<file path="src/rtl/bus_requester.sv">
// rtl/bus_requester.sv - requester agent for the shared priority bus
// Takes one burst command, requests the bus, streams beats while granted, releases on completion.
module bus_requester #(
  parameter int ADDR_W    = 8,
  parameter int DATA_W    = 8,
  parameter int MAX_BURST = 4,
  parameter int LEN_W     = $clog2(MAX_BURST),
  parameter int TIMEOUT   = 16
) (
  input  logic              i_clk,
  input  logic              i_rst,
  input  logic              i_cmd_valid,
  output logic              o_cmd_ready,
  input  logic [ADDR_W-1:0] i_cmd_addr,
  input  logic [LEN_W-1:0]  i_cmd_len,
  input  logic              i_wr_valid,
  input  logic [DATA_W-1:0] i_wr_data,
  output logic              o_wr_ready,
  output logic              o_req,
  input  logic              i_gnt,
  output logic              o_bus_en,
  output logic [ADDR_W-1:0] o_bus_addr,
  output logic [DATA_W-1:0] o_bus_data,
  output logic              o_done,
  output logic              o_err,
  output logic              o_busy
);

  localparam int WAIT_W  = (TIMEOUT > 2) ? $clog2(TIMEOUT) : 1;
  localparam int BEATS_W = LEN_W + 1;

  typedef enum logic [1:0] {S_IDLE, S_REQ, S_XFER, S_RELEASE} state_t;

  state_t              state_q, state_d;
  logic [ADDR_W-1:0]   addr_q;
  logic [BEATS_W-1:0]  beats_q;
  logic [WAIT_W-1:0]   wait_q;
  logic                req_q, err_q, bus_en_q;
  logic [ADDR_W-1:0]   bus_addr_q;
  logic [DATA_W-1:0]   bus_data_q;
  logic                beat_acc, timeout_hit, last_beat, cmd_acc;

  assign cmd_acc     = (state_q == S_IDLE) && i_cmd_valid;
  assign beat_acc    = i_wr_valid && o_wr_ready;
  assign timeout_hit = (wait_q == WAIT_W'(TIMEOUT - 1));
  assign last_beat   = (beats_q == BEATS_W'(1));

  always_ff @(posedge i_clk) begin
    if (i_rst) state_q <= S_IDLE;
    else       state_q <= state_d;
  end

  // Grant beats timeout in REQ; grant loss beats a pending beat in XFER.
  always_comb begin
    state_d = state_q;
    case (state_q)
      S_IDLE:    if (i_cmd_valid) state_d = S_REQ;
      S_REQ: begin
        if (i_gnt)            state_d = S_XFER;
        else if (timeout_hit) state_d = S_IDLE;
      end
      S_XFER: begin
        if (!i_gnt)                     state_d = S_REQ;
        else if (beat_acc && last_beat) state_d = S_RELEASE;
      end
      S_RELEASE: state_d = S_IDLE;
      default:   state_d = S_IDLE;
    endcase
  end

  always_comb begin
    o_cmd_ready = !i_rst && (state_q == S_IDLE);
    o_wr_ready  = !i_rst && (state_q == S_XFER) && i_gnt;
    o_done      = (state_q == S_RELEASE);
    o_busy      = (state_q != S_IDLE);
    o_req       = req_q;
    o_err       = err_q;
    o_bus_en    = bus_en_q;
    o_bus_addr  = bus_addr_q;
    o_bus_data  = bus_data_q;
  end

  always_ff @(posedge i_clk) begin
    if (i_rst) begin
      addr_q     <= '0;
      beats_q    <= '0;
      wait_q     <= '0;
      req_q      <= 1'b0;
      err_q      <= 1'b0;
      bus_en_q   <= 1'b0;
      bus_addr_q <= '0;
      bus_data_q <= '0;
    end else begin
      req_q    <= (state_d == S_REQ) || (state_d == S_XFER);
      err_q    <= (state_q == S_REQ) && !i_gnt && timeout_hit;
      bus_en_q <= beat_acc;
      // Counter only runs while parked in REQ, so every entry starts from zero.
      if (state_q == S_REQ) wait_q <= wait_q + WAIT_W'(1);
      else                  wait_q <= '0;
      if (cmd_acc) begin
        addr_q  <= i_cmd_addr;
        beats_q <= {1'b0, i_cmd_len} + BEATS_W'(1);
      end else if (beat_acc) begin
        addr_q  <= addr_q + ADDR_W'(1);
        beats_q <= beats_q - BEATS_W'(1);
      end else if ((state_q == S_REQ) && !i_gnt && timeout_hit) begin
        beats_q <= '0;
      end
      if (beat_acc) begin
        bus_addr_q <= addr_q;
        bus_data_q <= i_wr_data;
      end
    end
  end

endmodule

</file>
<file path="config.mk">
export PLATFORM = sky130hd
export DESIGN_NAME = bus_requester
export DESIGN_NICKNAME = d
export VERILOG_FILES = /design/src/rtl/bus_requester.sv
export SDC_FILE = /design/constraint.sdc
export NUM_CORES = 1
export LEC_CHECK = 0
export CAP_MARGIN = 20
export CORE_UTILIZATION = 46
export CTS_CLUSTER_SIZE = 28
export DETAILED_ROUTE_END_ITERATION = 8
export PLACE_DENSITY = 0.78
export SLEW_MARGIN = 15
export SYNTH_ARGS = -nofsm -noshare
export SYNTH_HDL_FRONTEND = slang
export SYNTH_SLANG_ARGS = --single-unit
</file>
<file path="constraint.sdc">
create_clock -name i_clk -period 2 [get_ports i_clk]
set_input_delay 0.4 -clock i_clk [delete_from_list [all_inputs] [get_ports i_clk]]
set_output_delay 0.4 -clock i_clk [all_outputs]
set_load 0.02 [all_outputs]
</file>
Word level (Yosys, flattened, before mapping)

Index checks and enable logic that the tools add are counted.

Add/sub/neg operators: 4
Equal/unequal tests: 7
Mux-type cells: 11
Bitwise operators: 1
Reductions and logical operators: 16

Operators with widths:

| operator                                                              | count |
|---|---|
| 8-bit 2-to-1 mux                                                      | 2 |
| 2-bit 2-to-1 mux                                                      | 5 |
| 3-bit 2-to-1 mux                                                      | 3 |
| 8-bit by 1-bit adder with 8-bit output, second input constant         | 1 |
| 1-bit logical AND                                                     | 8 |
| 2-bit one-hot mux with 4 select lines                                 | 1 |
| 2-bit equality test, second input constant                            | 3 |
| 4-bit by 1-bit adder with 4-bit output, second input constant         | 1 |
| 2-bit by 1-bit equality test with 1-bit output, second input constant | 2 |
| 4-bit equality test, second input constant                            | 1 |
| 2-bit nonzero test                                                    | 2 |
| 2-bit by 1-bit adder with 3-bit output, second input constant         | 1 |
| 3-bit by 1-bit equality test with 1-bit output, second input constant | 1 |
| 3-bit nonzero test                                                    | 1 |
| 3-bit by 1-bit subtractor with 3-bit output, second input constant    | 1 |
| 1-bit zero test                                                       | 2 |
| 2-bit zero test                                                       | 1 |
| 2-bit OR reduction                                                    | 1 |
| 1-bit logical OR                                                      | 1 |
| 1-bit inverter                                                        | 1 |

Register bits: 36
Input bits: 23
Output and inout bits: 23
Logic and storage cells: 48

Logic depth before layout (Yosys ltp)

Depth in word-level cells: 10
Mapped depth: 7

Least setup slack after synthesis

No wires, ideal clock.

Path kind: in2reg
From: in i_rst
To: reg addr_q[7]
Data arrival time: 1598 ps
Required time: 1909 ps
Setup slack: 312 ps
Stages on the path: 5
Buffers on the path: 0
Cells stage by stage: nand4bb_4 > inv_2 > nand2_2 > or4_1 > a311oi_1

Word-level cells in the longest chain between the ends: 5

RTL lines:

| what                                | line | text |
|---|---|---|
| start: declaration                  | 11   | `input logic i_rst,` |
| 1-bit zero test                     | 73   | `o_wr_ready = !i_rst && (state_q == S_XFER) && i_gnt;` |
| 1-bit logical AND (2 in a row)      | 73   |  |
| net o_wr_ready                      | 18   | `output logic o_wr_ready,` |
| 1-bit logical AND                   | 44   | `assign beat_acc = i_wr_valid && o_wr_ready;` |
| 2-bit nonzero test (no source line) | --   |  |
| end signal: assignment              | 101  | `addr_q <= i_cmd_addr;` |
| end signal: assignment              | 104  | `addr_q <= addr_q + ADDR_W'(1);` |
| end: declaration                    | 35   | `logic [ADDR_W-1:0] addr_q;` |

The timed path passes the listed nets, and every way through them passes these cells.
A chain may end at the register's enable or synchronous reset.

Final worst setup path

From: in i_rst
To: out o_wr_ready

Word-level cells in the longest chain between the ends: 3

RTL lines:

| what                           | line |
|---|---|
| 1-bit zero test                | 73 |
| 1-bit logical AND (2 in a row) | 73 |
| end: declaration               | 18 |

Every way passes these cells.

==> impl_results.md <==
- Slowest stage delay, CP: between 0.4 and 0.5 ns
- Mux cell area share after synthesis: 0%
- Kind of end point of the critical path: output port
- Post-route minimum period: between 1.5 and 2 ns
- Worst hold slack: between 0.4 and 0.5 ns
- DIE HEIGHT: between 60 and 70 um
- CP Launch Type: primary input
- PD cells: ~610 mW/mm2
- Number of buffers created by CTS: 5
- Number of global-route vias before repair: between 1000 and 1500
- P_leak: 0.8355 nW
- Setup TNS Final: 0 ns
- Hold Fails Final Rpt: 0
- Worst vdd ir: about 0.43 mV
- Fin nets: 272
- Die X: 60.50 um
- RSZ-0062 raised after global routing: false
- IO Count: 46
- Critical Path RT: around 1.6 ns
- Slew @ Worst Pin: around 0.33 ns
- Final setup viols: 0
- Number of fill cells: approximately 260
- Largest net degree at the start of global routing: 33
- Ratio of cells with drive above 1 in the final layout: 12.70%
- # diodes: 0
- Max Root-Sink Buffers: 2
- Via density: ~5.3
- Sink Count: 36
- Buffers added on ports: 45
- GRT Max-Usage Layer: met2
- Fmax achieved: approximately 530 MHz
- Final wirelength: 3754 um
- Synth warn: 0
- Post-Place Setup Slack: -0.1679 ns
- Clk slew on worst S/H paths: about 0.09 ns
- Post-Synth Simple-Gate Area: between 20 and 30%
- Part of the cycle the worst path needs: 94.53%
- DP Wirelength: about 2700 um
- Grt met1 use: 27.70%
- CTS tree: done
- Initial antenna violation count: 0
- Seq/Total Area, Yosys: between 40% and 50%
- Synth Register Bits: 36
- Core area: 0.003153 mm2
- Worst-path fanout max: 3
- Synth Area per Inst: approximately 8.5 um2
- Largest family of logic cells by synthesized area: simple AND/OR/NAND/NOR gates
- CTS Hold Bufs: 0
- Slew headroom: 77.75%
- Rows: 20
- Post-Syn Area: 0.001574 mm2
- Outcome: complete, no violations
- Final Slew Violations: 0
- 1st-iter DRT viols: 86
- Crit path cell chain: clkdlybuf4s50_1, nand4bb_4, inv_2, dlygate4sd2_1
- Compound-cell area share of the yosys netlist: 17.09%
- CTS Root Cell: clkbuf_4
- Synth Area in Adders: under 10%
- DR vias: ~1500
- Initial Util: 49.92%
- Antenna-violating nets left: 0
- GR Util met3: around 7.2%
- Non-Filler Instances: around 290
- Placed cell count: 281
- Post-synthesis cell type count: 39
- Top cells by area, synth: dfxtp_1 (46%), nand2_1 (8.8%), a21oi_1 (6.4%), ha_1 (4.0%), nor2_1 (3.6%)
- Gp weighted congestion: approximately 0.80
- Drt first pass iters: 4
- Synth top area share: 45.79%
- Met2 Use GR: between 30% and 40%
- Area leader, netlist: dfxtp_1
- Layout Skew: ~0.0055 ns
- Worst Path Arrival: approximately 1.5 ns
- Worst Path Class, Setup: in -> out
- Max-cap viol count: 0
- Clk_lat worst skew: approximately 0.34 ns
- Die area: 0.003660 mm2
- Post-Synth XOR/XNOR Area: 3.339%
- Mapped Nets: about 210
- Total power: ~1.4 mW
- First-pass GRT wire length: about 6300 um
- Slowest CP cell: clkdlybuf4s50_1
- PnR worst setup slack: 0.1093 ns
- Htree depth: 2
- Synth Instances: ~190
- Gr usage total: between 20% and 30%
- DRC: 0
- Routed length per instance: about 13 um
- Gr ovfl total: 0
- Layout area overhead: 40.94%
- Worst min-delay path class: reg -> reg
kinds of logic after synthesis:
group | Yosys count
XOR/XNOR | 6
AND/OR/NAND/NOR | 80
buffers and inverters | 16
adder cells (fa/ha/maj) | 5
flip-flops | 36
AO/OA/AOI/OAI | 42
final timing paths:
path	slack (ns)	end	depth (start not counted)	start
max	0.11	o_wr_ready	4	i_rst
min	0.46	o_bus_data[3]	2	o_bus_data[3]
max reg2reg	0.36	addr_q[7]	5	state_q[0]
min reg2reg	0.46	o_bus_data[3]	2	o_bus_data[3]
flip-flops by register name, summed over array words and instances (netlist names):
name	cells
o_req	1
o_bus_addr	8
beats_q	3
addr_q	8
state_q	2
wait_q	4
o_err	1
o_bus_data	8
o_bus_en	1
what timing repair did:
action | 4_1_cts | 5_1_grt
setup buffers | 0 | 0
endpoints found under the setup margin | 4 | 1
resized for setup | 4 | 1
pin swaps | 0 | 0
placed cells by master, fill, tap and decap left out, types with 2 or more instances in the layout:
cell             count
a211oi_1             5
a21oi_1             20
a22oi_1              2
a311oi_1             4
and2_1               2
and3_1               3
buf_4               18
clkbuf_4             5
clkdlybuf4s50_1     41
dfxtp_1             35
dlygate4sd2_1        3
ha_1                 5
inv_1                4
nand2_1             37
nand3_1              5
nand4_1              5
nor2_1              15
o21ai_0              3
o21bai_1             2
o31ai_1              2
xnor2_1              5
report_power, final:
part / internal [mW] / total, mW / switching (mW) / leakage, nW
registers: 0.747 / 0.779 / 0.0313 / 0.293
clock network: 0.129 / 0.354 / 0.224 / 0.0281
logic: 0.122 / 0.223 / 0.101 / 0.514
total: 0.999 / 1.35 / 0.356 / 0.836
worst max-delay path: cells and delay by family:
kind                   cells  cell delay (ns)
buffers and inverters      3             0.84
AND/OR/NAND/NOR            1             0.24
per-layer routing:
layer	routed length (um)	part of all wire, %
met3	196	5.2
met2	1862	50
met1	1647	44
met4	46	1.2
met5	0	0
cells in the mapped netlist, drive strengths merged:
cell and count:
nand2 38, dfxtp 36, a21oi 20, nor2 15
clkbuf 8, a211oi 5, ha 5, inv 5
nand3 5, nand4 5, xnor2 5, a311oi 4
and3 3, buf 3, o21ai 3, a22oi 2
and2 2, nand4bb 2, nor3b 2, o21bai 2
o31ai 2, a221oi 1, a2bb2oi 1, a311o 1
a31o 1, and4 1, and4b 1, nand3b 1
nor3 1, or2 1, or3 1, or3b 1
or4 1, xor2 1
cell type report:
type                    instances  area, um2  area share (%)
clock inverters                 1      5.005          0.2256
multi-input cells             133      792.0           35.70
inverters                       5      18.77          0.8460
well taps                      44      55.05           2.482
flip-flops and latches         36      721.9           32.54
repair buffers                 63      584.3           26.34
clock buffers                   6      41.29           1.861
through the flow:
step | util, % | instance area, um2
after floorplan | - | 1574
after global placement | 68.89 | 2172
after detailed placement | 68.89 | 2172
after CTS | 70.28 | 2216
after global routing | 70.36 | 2218
final | 70.36 | 2218
No activity file was read; power rests on OpenSTA's default activity.
==> edit 1, RTL diff (config.mk and constraints unchanged) <==
Change the parameter `ADDR_W` from 8 to 9.
--- a/src/rtl/bus_requester.sv
+++ b/src/rtl/bus_requester.sv
@@ -3,3 +3,3 @@
 module bus_requester #(
-  parameter int ADDR_W    = 8,
+  parameter int ADDR_W    = 9,
   parameter int DATA_W    = 8,
Ports: changed (resized i_cmd_addr and o_bus_addr); port bits go from 46 to 48. No check against the original RTL was run, so the function may have changed too.
==> edit 1 against the unedited design <==
Sequential share of layout area shrank 1.9 points; routed wire length grew 2.4%; worst setup slack got worse by 51 ps; first-iteration DRC count rose by 8.1%; synthesized area is 14% higher; clock power rose by 84%; clock skew is 1.2 ps higher; cell area is 12% higher; critical path depth shrank 2; count of clock-buffer cells in the layout stayed put; sequential cell count rose by 2; maximum frequency decreased by 2.6%; total power rose by 26%.
==> edit 1: results (changes against the unedited design) <==
initial DRC count=93 (+8.1%); WP data arrival=1540 ps (+50 ps); pre-CTS setup slack=-162.1 ps (+5.795 ps); vias in the first global route=1488 (+4.3%); Routed met1 length=1.711 mm (+3.9%); Async SR Flop Fraction=0 (unchanged); met2 WL=1.902 mm (+2.1%); global-route wire length before repair=6.541 mm (+4.5%); Peak VDD IR=0.5286 mV (+24%); post-route ant nets=0 (unchanged); DR WL met3=203 um (+3.6%); ANT cells=0 (unchanged); commonest cells in the netlist=nand2_1 (42), dfxtp_1 (38), a21oi_1 (21), nor2_1 (15), nand3_1 (6); slew of the pin with the lowest slew margin=369.4 ps (+36.09 ps); Final GP Congestion=0.8056 (+0.44%); yosys warns=0 (unchanged); post-synth net total=234 (+9.9%); Post-DP HPWL=2.725 mm (+0.26%); worst-case clock buffer depth=2 (unchanged); pin count of the biggest net entering global routing=36 (+9.1%); largest fanout on the critical path=5 (+2); number of port buffers=47 (+4.4%); register area share after synthesis=0.4237 (-0.03418); WL/cell=12.32 um (-5.5%); Final Skew=6.683 ps (+1.201 ps); slowest cell on the critical path=clkdlybuf4s50_1; post-synth cell types=46 (+18%); H-tree depth=2 (unchanged); Via-to-Cell Ratio=5.112 (-3.6%); leakage dissipation=0.8995 nW (+7.7%); Nets=293 (+7.7%); outcome=finished, final reports clean; max-cap viol count=0 (unchanged); layout cells sized above 1=0.1402 (+0.01310); worst skew pair latency=280 ps (-60 ps); Total GRT Usage=0.2034 (-0.02939); Root Driver=clkbuf_8; CP max stage delay=610 ps (+190 ps); fillers=314 (+20%); Worst-path clk slew=60 ps (-30 ps); Tightest Hold Check Type=reg2reg; top cells by area, synth=dfxtp_1 (42%), nand2_1 (8.8%), a21oi_1 (5.9%), ha_1 (3.5%), nor2_1 (3.1%); DR pass1 iterations=4 (unchanged)
-- edit 1: changes by cell type in the layout (fill, tap and decap cells not counted), moves of 4 or more --
cell,unedited run,this run
nand2b_1,0,5
nor3_1,1,5
clkbuf_8,0,6
nand2_1,37,42
clkdlybuf4s50_1,41,45
clkbuf_4,5,0
-- edit 1: routing by layer --
metal / GRT usage / up-vias
li1: - / 825
met1: 0.2462 / 720
met2: 0.3513 / 46
met3: 0.05282 / 4
met4: 0.06111 / 0
met5: 0 / -
-- edit 1: stage by stage --
stage	cell area, um^2	cells	TNS [ps]
6_report	2479	312	0
3_3_place_gp	2369	305	-291.4
5_1_grt	2479	312	0
3_5_place_dp	2369	305	-410.4
4_1_cts	2479	312	0
2_1_floorplan	1795	205	0
-- edit 1: cell type report --
| cell class | instances | area, um^2 | share of cell area |
|---|---|---|---|
| tap | 48 | 60.06 | 0.02423 |
| clock inverter | 1 | 30.03 | 0.01212 |
| sequential | 38 | 760.7 | 0.3069 |
| inverter | 7 | 30.03 | 0.01212 |
| clock buffer | 6 | 82.58 | 0.03332 |
| timing repair buffer | 65 | 615.6 | 0.2484 |
| multi-input combinational | 147 | 899.6 | 0.3629 |
-- edit 1: kinds of logic after synthesis --
group | synth area share
and+or+nand+nor | 0.2676
AOI/OAI and AO/OA | 0.1533
DFF | 0.4237
buffers and inverters | 0.07526
xor gates and xnor gates | 0.03415
adders and majority gates | 0.03484
muxes | 0.01115
-- edit 1: worst register-to-register path, cell delays in order, from the launching register on --
cell	delay [ps]
dfxtp_1	430
nand4bb_4	200
inv_4	40
buf_4	150
nand2_4	120
clkinv_2	180
o2111a_1	280
nor3_1	160
-- edit 1: final timing paths --
path	start	end	slack (ps)	depth (start not counted)
setup / recovery	state_q[1]	o_done	60	2
hold / removal	wait_q[0]	wait_q[0]	450	1
setup reg to reg	state_q[0]	addr_q[5]	390	7
hold reg to reg	wait_q[0]	wait_q[0]	450	1
-- edit 1: what timing repair did --
item,4_1_cts,5_1_grt
gates resized for setup,2,0
setup endpoints to repair,2,0
buffers inserted,0,0
-- edit 1: report_power, final --
| part | leakage, nW | switching (mW) | internal, mW | total, mW |
|---|---|---|---|---|
| combinational | 0.533 | 0.108 | 0.133 | 0.242 |
| sequential | 0.309 | 0.0324 | 0.786 | 0.818 |
| clock | 0.0573 | 0.253 | 0.399 | 0.651 |
==> edit 2, RTL diff (config.mk and constraints unchanged) <==
Without the edit above. The 4 states of `state_t` get a Gray code encoding in 2 bits.
--- a/src/rtl/bus_requester.sv
+++ b/src/rtl/bus_requester.sv
@@ -31,3 +31,3 @@
 
-  typedef enum logic [1:0] {S_IDLE, S_REQ, S_XFER, S_RELEASE} state_t;
+  typedef enum logic [1:0] {S_IDLE = 2'b00, S_REQ = 2'b01, S_XFER = 2'b11, S_RELEASE = 2'b10} state_t;
 
Check against the original RTL: same outputs for any inputs over 10 cycles, from zero or initial values and one cycle with i_rst high; not proved beyond that.
==> edit 2 against the unedited design <==
Clock skew about the same; critical path depth up 1; final cell count down 4.5%; largest power group unchanged; global-route usage down 2.3 points; synthesized area down 4.7%; highest routed layer unchanged; worst setup slack worse by 5.0 ps; total power down 6.8%; routed wire length down 13%; cell area down 6.0%; sequential share of layout area up 1.1 points; largest cell class unchanged; sequential cell count down 1; count of clock-buffer cells in the layout unchanged; non-clock buffer count down 7.
==> edit 2: results (changes against the unedited design) <==
commonest cells in the netlist=dfxtp_1 (35), nand2_1 (34), a21oi_1 (20), nor2_1 (15), inv_1 (8); Reg-to-Reg End=beats_q[0]; Async SR Flop Fraction=0 (unchanged); r2r worst-path depth=6 (+1); Final GP Congestion=0.7936 (-1.1%); global-route wire length before repair=5.457 mm (-13%); outcome=finished, final reports clean; Post-DP HPWL=2.482 mm (-8.7%); H-tree depth=2 (unchanged); initial DRC count=34 (-60%); WP data arrival=1500 ps; initial antenna violation count=0 (unchanged); WL/cell=11.89 um (-8.8%); largest fanout on the critical path=2 (-1); post-synth cell types=35 (-10%); vias in the first global route=1342 (-5.9%); leakage dissipation=0.7685 nW (-8.0%); top cells by area, synth=dfxtp_1 (47%), nand2_1 (8.5%), a21oi_1 (6.7%), ha_1 (4.2%), nor2_1 (3.8%); DR pass1 iterations=4 (unchanged); slew of the pin with the lowest slew margin=534.0 ps (+200.7 ps); Peak VDD IR=0.3567 mV (-17%); register area share after synthesis=0.4671 (+0.009186); layout cells sized above 1=0.1126 (-0.01450); Final Skew=5.929 ps (+0.4468 ps); post-synth net total=206 (-3.3%); Worst-path clk slew=90 ps (about the same); Nets=260 (-4.4%); number of port buffers=45 (unchanged); RR Startpoint=state_q[1]; Tightest Hold Check Type=reg2reg; pin count of the biggest net entering global routing=30 (-9.1%); Hold Path Sink=o_bus_data[6]; Total GRT Usage=0.2096 (-0.02320); Via-to-Cell Ratio=5.120 (-3.4%); reg2reg setup slack=490 ps (+130 ps); Placed Area=2043 um^2 (-5.9%); hold path start=o_bus_data[6]
==> edit 2: cell count changes in the layout (fill, tap and decap cells not counted), sizes merged, moves of 3 or more <==
cell / before / now
and3: 3 / 0
buf: 18 / 11
nor2b: 0 / 3
nand2: 38 / 34
inv: 5 / 10
nand4: 5 / 2
nor3: 1 / 6
nor4: 0 / 3
a311oi: 4 / 1
==> edit 2: power by group <==
group,leakage (nW),total (mW),internal [mW],switching (mW)
registers,0.285,0.747,0.721,0.0260
logic,0.460,0.186,0.0992,0.0872
clock network,0.0242,0.330,0.125,0.205
==> edit 2: area by class of cell <==
type | instances | area (um^2)
tap | 44 | 55.05
multi-input combinational | 124 | 716.9
fill | 283 | 993.5
timing repair buffer | 56 | 531.8
inverter | 10 | 37.54
sequential | 35 | 701.9
clock buffer | 6 | 41.29
==> edit 2: metal layers <==
metal,GRT usage,routed length [um],vias up
met5,0,0,-
met4,0.1224,46,0
met3,0.06114,228,6
met2,0.3474,1618,48
met1,0.2397,1376,640
li1,-,-,714
==> edit 2: kinds of logic (layout without fill, tap and decap cells) <==
family          Yosys count  in the layout  synth area share
buf+inv                  19             72           0.05504
xor+xnor                  6              6           0.03503
fa+ha+maj                 5              5           0.04170
flops                    35             35            0.4671
compound gates           35             35            0.1476
simple gates             78             78            0.2535
==> edit 2: worst max-delay path by stage <==
stage / start / endpoint / slack (ps)
global placement: i_gnt / o_wr_ready / -170
CTS: state_q[0] / o_busy / 30
finish: i_gnt / o_wr_ready / 100
detailed placement: i_gnt / o_wr_ready / -180
global route: state_q[0] / o_cmd_ready / 30
floorplan: state_q[0] / o_cmd_ready / 470
==> edit 2: worst max-delay path: stages <==
cell and delay [ps]:
clkdlybuf4s50_1 520, nand3b_4 90, inv_2 50, and2_1 110, dlygate4sd2_1 320
==> edit 2: through the flow <==
step           utilization  std cells  hold WS, ps  setup WS, ps
2_1_floorplan            -        178        417.9         474.2
3_3_place_gp        0.6638        269        429.4        -165.4
3_5_place_dp        0.6638        269        445.8        -180.5
4_1_cts             0.6764        275        459.0         33.99
5_1_grt             0.6772        275        477.8         32.16
6_report            0.6772        275        457.1         104.3
==> edit 2: repair_timing <==
action	4_1_cts	5_1_grt
pin swaps	0	0
gates resized for setup	4	1
buffers inserted	0	0
setup endpoints to repair	4	1
